===== src/rtl/servant_btn_debounce.sv =====
// servant_btn_debounce
//   Conditions raw push-button inputs for the GPIO read word. Each button
//   gets a 2-flop synchroniser and a debounce FSM with a stability counter.
//   A new level is accepted only after DEBOUNCE_CYCLES consecutive
//   synchronised samples at that level.
//
//   Optional feature: macro SERVANT_BTN_LATCH_EN enables sticky per-button
//   press flags (o_event) and a registered interrupt request (o_irq). When
//   the macro is undefined, o_event/o_irq are tied to 0 and i_clr_event is
//   ignored. The debounce path is the same in both builds.
//
// Ports
//   i_wb_clk     system clock
//   i_wb_rst     synchronous reset, active-high
//   i_buttons    raw asynchronous button inputs (1 = pressed)
//   o_buttons    debounced level
//   o_press      1-cycle strobe on an accepted 0->1 transition
//   o_release    1-cycle strobe on an accepted 1->0 transition
//   i_clr_event  per-button clear mask for o_event
//   o_event      sticky press flags (latch build only)
//   o_irq        OR of o_event, one cycle later (latch build only)

// Per-button synchroniser + debounce FSM.
//   press_set is the next-state value of the press strobe, so a consumer can
//   register something in the same cycle the strobe itself is registered.
module servant_btn_debounce_lane #(
  parameter int DEBOUNCE_CYCLES = 50000,
  parameter int CNT_W           = 16
) (
  input  logic clk,
  input  logic rst,
  input  logic btn_raw,
  output logic level,
  output logic press,
  output logic rel,
  output logic press_set
);
  typedef enum logic [1:0] {STABLE_LO, WAIT_HI, STABLE_HI, WAIT_LO} state_t;

  localparam logic [CNT_W-1:0] CNT_MAX = CNT_W'(DEBOUNCE_CYCLES);
  localparam logic [CNT_W-1:0] CNT_ONE = CNT_W'(1);

  logic             s1_q, s2_q;
  state_t           state_q, state_d;
  logic [CNT_W-1:0] cnt_q, cnt_d;
  logic             level_q, level_d;
  logic             press_q, press_d;
  logic             rel_q, rel_d;

  always_comb begin
    state_d = state_q;
    cnt_d   = cnt_q;
    level_d = level_q;
    press_d = 1'b0;
    rel_d   = 1'b0;
    case (state_q)
      STABLE_LO: if (s2_q) begin
        state_d = WAIT_HI;
        cnt_d   = CNT_ONE;
      end
      WAIT_HI: begin
        if (!s2_q) begin
          // bounce: abandon the candidate level without a strobe
          state_d = STABLE_LO;
          cnt_d   = '0;
        end else if (cnt_q == CNT_MAX) begin
          state_d = STABLE_HI;
          level_d = 1'b1;
          press_d = 1'b1;
          cnt_d   = '0;
        end else begin
          cnt_d = cnt_q + CNT_ONE;
        end
      end
      STABLE_HI: if (!s2_q) begin
        state_d = WAIT_LO;
        cnt_d   = CNT_ONE;
      end
      WAIT_LO: begin
        if (s2_q) begin
          state_d = STABLE_HI;
          cnt_d   = '0;
        end else if (cnt_q == CNT_MAX) begin
          state_d = STABLE_LO;
          level_d = 1'b0;
          rel_d   = 1'b1;
          cnt_d   = '0;
        end else begin
          cnt_d = cnt_q + CNT_ONE;
        end
      end
      default: begin
        state_d = STABLE_LO;
        cnt_d   = '0;
      end
    endcase
  end

  always_ff @(posedge clk) begin
    if (rst) begin
      s1_q    <= 1'b0;
      s2_q    <= 1'b0;
      state_q <= STABLE_LO;
      cnt_q   <= '0;
      level_q <= 1'b0;
      press_q <= 1'b0;
      rel_q   <= 1'b0;
    end else begin
      s1_q    <= btn_raw;
      s2_q    <= s1_q;
      state_q <= state_d;
      cnt_q   <= cnt_d;
      level_q <= level_d;
      press_q <= press_d;
      rel_q   <= rel_d;
    end
  end

  assign level     = level_q;
  assign press     = press_q;
  assign rel       = rel_q;
  assign press_set = press_d;
endmodule

module servant_btn_debounce #(
  parameter int N_BTN           = 3,
  parameter int DEBOUNCE_CYCLES = 50000,
  parameter int CNT_W           = 16
) (
  input  logic             i_wb_clk,
  input  logic             i_wb_rst,
  input  logic [N_BTN-1:0] i_buttons,
  output logic [N_BTN-1:0] o_buttons,
  output logic [N_BTN-1:0] o_press,
  output logic [N_BTN-1:0] o_release,
  input  logic [N_BTN-1:0] i_clr_event,
  output logic [N_BTN-1:0] o_event,
  output logic             o_irq
);
  logic [N_BTN-1:0] press_set;

  servant_btn_debounce_lane #(
    .DEBOUNCE_CYCLES(DEBOUNCE_CYCLES),
    .CNT_W          (CNT_W)
  ) u_lane [N_BTN-1:0] (
    .clk      (i_wb_clk),
    .rst      (i_wb_rst),
    .btn_raw  (i_buttons),
    .level    (o_buttons),
    .press    (o_press),
    .rel      (o_release),
    .press_set(press_set)
  );

`ifdef SERVANT_BTN_LATCH_EN
  logic [N_BTN-1:0] event_q, event_d;
  logic             irq_q, irq_d;

  always_comb begin
    // set has priority over a clear arriving in the same cycle
    event_d = (event_q & ~i_clr_event) | press_set;
    irq_d   = |event_q;
  end

  always_ff @(posedge i_wb_clk) begin
    if (i_wb_rst) begin
      event_q <= '0;
      irq_q   <= 1'b0;
    end else begin
      event_q <= event_d;
      irq_q   <= irq_d;
    end
  end

  assign o_event = event_q;
  assign o_irq   = irq_q;
`else
  logic unused_evt;
  assign unused_evt = ^{i_clr_event, press_set};
  assign o_event    = '0;
  assign o_irq      = 1'b0;
`endif
endmodule


===== config.mk =====
export PLATFORM = sky130hd
export DESIGN_NAME = servant_btn_debounce
export DESIGN_NICKNAME = d
export VERILOG_FILES = /design/src/rtl/servant_btn_debounce.sv
export SDC_FILE = /design/constraint.sdc
export NUM_CORES = 1
export LEC_CHECK = 0
export CAP_MARGIN = 10
export CORE_ASPECT_RATIO = 1.5
export CORE_MARGIN = 3
export CORE_UTILIZATION = 35
export CTS_BUF_LIST = sky130_fd_sc_hd__clkbuf_8
export DETAILED_ROUTE_END_ITERATION = 10
export SLEW_MARGIN = 20
export SYNTH_ARGS = -nofsm -noshare
export SYNTH_HDL_FRONTEND = slang
export SYNTH_SLANG_ARGS = --single-unit

===== constraint.sdc =====
create_clock -name i_wb_clk -period 2.3 [get_ports i_wb_clk]
set_input_delay 0.69 -clock i_wb_clk [delete_from_list [all_inputs] [get_ports i_wb_clk]]
set_output_delay 0.69 -clock i_wb_clk [all_outputs]
set_load 0.05 [all_outputs]

==> results list <==
- The flow ran to the end, and the final reports show no timing, DRC or antenna violations.
* Cell type group with the largest total delay on the critical path: buffers and inverters
- Summing over every cut layer, the via total after detailed routing is 2912.
- R2r worst-path depth: 6
* Clock Latency Late Sink: 0.34 ns
- Along the worst path, the maximum fanout reaches 3.
* Root buffer cell: sky130_fd_sc_hd__clkbuf_8
- Prior to clock tree synthesis, the placed netlist has a worst setup slack of -0.148 ns.
* Worst slew slack as a fraction of its limit: 40.4%
- Clock-pin slew on the worst setup and hold paths: about 0.08 ns
* Number of distinct standard cells referenced by the synthesized netlist: 51
- For hold timing, the worst endpoint is u_lane[0].s2_q$_SDFF_PP0_.
- In this design, the stage delay of the slowest critical-path cell is 0.82 ns.
- Setup slack on the worst reg-to-reg path comes out at 0.22 ns.
* #FFs+latches synth: 69
- Post-route minimum period: 2.21 ns
* Worst hold start: u_lane[0].s1_q$_SDFF_PP0_
- Wire length of the first global-routing pass: 12300 um
- In the synthesized netlist, the number of instances is 410.
- During I/O placement, the number of pins put on the boundary was 21.
- Yosys printed 0 warnings.
* Number of clock buffers inserted by TritonCTS: 9
* Number of search-and-repair iterations in the first detailed-routing pass: 4
- The top cell types in the final layout, fill and taps aside, are sky130_fd_sc_hd__dfxtp_1, sky130_fd_sc_hd__nand2_1, sky130_fd_sc_hd__a21oi_1.
- The endpoint identified for the worst register-to-register timing path is u_lane[0].cnt_q[9]$_SDFFE_PP0P_.
- Yosys attributes the largest share of cell area to sky130_fd_sc_hd__dfxtp_1, sky130_fd_sc_hd__a21oi_1, sky130_fd_sc_hd__nand2_1.
- In the global route stage, overall resource usage came out at a little over an eighth.
* Final Wtd Congestion: 0.819
- Hold timing on the final database bottoms out at a slack of 0.449 ns.
* HPWL Detailed: 5180 um
* Async set-reset flop share out of synthesis: 0%
- For this configuration, the core starts out at a cell density of about 37%.
- Total Neg Setup Slack: 0 ns
- The longest clock path from root to sink contains 2 buffers.
- Leaving out fill and tap cells, the most frequent cell in the layout is sky130_fd_sc_hd__dfxtp_1.
- Input and output buffers added on the ports amount to 13.
- Clock tree synthesis found a total of between 60 and 70 sinks.
- Overall die height: roughly 130 um
- Worst path cell trace: clkdlybuf4s50_1
- The routed design has 7150 um of wire.
- Final setup violation count: 0
* Post-DR wirelength/cell: 13.2 um
- Cell count after placement: between 500 and 600
* RSZ-0062 raised after global routing: false
- CTS tree: done
* Maximum number of pins on one net before global-route repair: 24
- Startpoint class of the critical path: register
* Final instance area: 3920 um^2
* Data required time of the critical path: 1.61 ns
- Filler instances: 937
- In this run the static leakage power is 1.38 nW.
- In this run the power density over the cells is 638 nW/um^2.
- The clock arrives with 0.00978 ns of skew.
* Violation count after the first detailed-routing iteration: between 100 and 150
- The number of global-route vias before repair is 2762.
- After clock tree synthesis, the repair step resized 0 gates.
- For this run, the leading register cell type out of synthesis is sky130_fd_sc_hd__dfxtp_1.
* Number of instances on the worst hold path: 1
* Final Cycle Share: between 90% and 100%
- Final worst setup slack: 0.0895 ns
* Number of max-capacitance violations reported: 0
- The total overflow left after global routing is 0.
* Buffers and inverters on the worst path: 1
- # diodes: 0
- Share of the synthesized area in the top cell type: 40.1%
- Floorplan Core Area: 9420 um^2
* Category of the worst setup path capture point: primary output
- The worst hold path belongs to the class register to register.
* Final standard cell count with taps included and fillers excluded: 542
* Maximum vdd drop: 0.252 mV
- Number of antenna violations at the first check in global routing: 0
- The post-route netlist has 9.53% of its cells at a drive strength greater than 1.
* CP Data Arrival Time: approximately 1.5 ns
- Number of max-slew violations in the final report: 0
- The worst setup path is of the register to primary output kind.
- Max H-tree Level: 3
* Layout net count: 439
- The die covers 11100 um^2.
* Number of rows created at floorplan: 43
- Count of buffers added by post-CTS timing repair for setup: 0
- Leading area contributor after synthesis: sky130_fd_sc_hd__dfxtp_1
- Final number of hold-violating endpoints: 0
* Mapped Area: between 3000 and 4000 um^2
- At the pin with the least slew margin, the transition time is approximately 0.9 ns.
* Max stage delay cell, worst path: sky130_fd_sc_hd__clkdlybuf4s50_1
* Max Freq: approximately 0.45 GHz
- In this run, post-CTS hold repair placed 0 buffers.
* Signed area change from the synthesized netlist to the final layout: 13.7%
* Startpoint of the worst-slack reg-to-reg timing path: u_lane[0].cnt_q[11]$_SDFFE_PP0P_
* Residual DRC: 0
- Number of enable flip-flop cells after synthesis: 0
* Via density per instance: approximately 5.4
* Share of synthesized area occupied by flip-flops and latches: 40.1%
- Once detail routing completed, the nets flagged for antenna violations numbered 0.
* Placed inst area: ~3700 um^2
- From left edge to right edge, the die measures 87.0 um.
- Averaged over all synthesized cells, the footprint is 8.40 um^2.
## metrics by stage
step	power, mW	util [%]
after global routing	2.61	41.6
after detailed placement	1.39	39.1
after global placement	1.38	39.1
after floorplan	1.35	-
after CTS	2.54	41.6
final	2.50	41.6
## registers in the layout, summed over array words and instances (netlist names), named ones only
signal          cells
u_lane.cnt_q       48
u_lane.level        3
u_lane.press        3
u_lane.rel          3
u_lane.s1_q         3
u_lane.s2_q         3
u_lane.state_q      3
## routing by layer
layer / share of wire, % / vias up / global-route usage [%]
met3: 1.9 / 11 / 2.90
met1: 43 / 1378 / 15.2
met4: 2.3 / 0 / 6.42
met5: 0 / - / 0
met2: 53 / 21 / 24.0
li1: - / 1502 / -
## kinds of logic (layout without fill, tap and decap cells)
group           count (synthesis)  after routing  synth area share (%)
compound gates                 97             97                  17.3
xor+xnor                       11             11                  2.80
fa+ha+maj                       6              6                  2.18
buf+inv                        54             71                  7.63
flops                          69             69                  40.1
mux                             4              4                  1.16
other cells                     1              4                 0.109
simple gates                  168            168                  28.7
## synthesized netlist by cell type (3+ instances only)
cell type / number
sky130_fd_sc_hd__nor2b_1: 8
sky130_fd_sc_hd__nor2_1: 20
sky130_fd_sc_hd__mux2i_1: 4
sky130_fd_sc_hd__nor3_1: 10
sky130_fd_sc_hd__xnor2_1: 3
sky130_fd_sc_hd__nand4bb_1: 3
sky130_fd_sc_hd__ha_1: 6
sky130_fd_sc_hd__a2111oi_0: 3
sky130_fd_sc_hd__o21ai_0: 18
sky130_fd_sc_hd__buf_4: 13
sky130_fd_sc_hd__nand3_1: 22
sky130_fd_sc_hd__or3_1: 16
sky130_fd_sc_hd__xor2_1: 8
sky130_fd_sc_hd__or4b_1: 3
sky130_fd_sc_hd__and3_1: 7
sky130_fd_sc_hd__nand4b_1: 3
sky130_fd_sc_hd__clkbuf_1: 12
sky130_fd_sc_hd__inv_1: 24
sky130_fd_sc_hd__nand3b_1: 4
sky130_fd_sc_hd__a22o_1: 8
sky130_fd_sc_hd__a21o_1: 6
sky130_fd_sc_hd__o22ai_1: 3
sky130_fd_sc_hd__a21oi_1: 32
sky130_fd_sc_hd__a31oi_1: 15
sky130_fd_sc_hd__nor4_1: 7
sky130_fd_sc_hd__dfxtp_1: 69
sky130_fd_sc_hd__nand2b_1: 3
sky130_fd_sc_hd__nand4_1: 11
sky130_fd_sc_hd__buf_2: 3
sky130_fd_sc_hd__nor3b_1: 4
sky130_fd_sc_hd__nand2_1: 34
## worst max path at each step
stage / startpoint / endpoint / depth (start not counted) / slack (ns)
2_1_floorplan: u_lane[0].cnt_q[2]$_SDFFE_PP0P_ / u_lane[0].cnt_q[4]$_SDFFE_PP0P_ / 6 / 0.35
3_3_place_gp: i_wb_rst / u_lane[0].cnt_q[11]$_SDFFE_PP0P_ / 6 / -0.07
3_5_place_dp: i_wb_rst / u_lane[0].cnt_q[11]$_SDFFE_PP0P_ / 6 / -0.15
4_1_cts: u_lane[2].level$_SDFFE_PP0P_ / o_buttons[2] / 1 / 0.06
5_1_grt: u_lane[2].level$_SDFFE_PP0P_ / o_buttons[2] / 1 / 0.03
6_report: u_lane[2].level$_SDFFE_PP0P_ / o_buttons[2] / 1 / 0.09
## area by class of cell
type                            instances  area, um^2  share of cell area, %
Multi-Input combinational cell        290        1810                   46.2
Sequential cell                        69        1380                   35.3
Timing Repair Buffer                   31         265                   6.78
Tap cell                              112         140                   3.58
Clock buffer                            9         124                   3.16
Clock inverter                          7         105                   2.68
Inverter                               24        90.1                   2.30
## where the power goes
part / switching, mW / internal, mW / leakage, nW / total (mW)
Clock: 0.508 / 0.629 / 0.113 / 1.14
Combinational: 0.0863 / 0.0501 / 0.706 / 0.136
Sequential: 0.0142 / 1.21 / 0.558 / 1.22
Power figures use the tool's default switching activity.
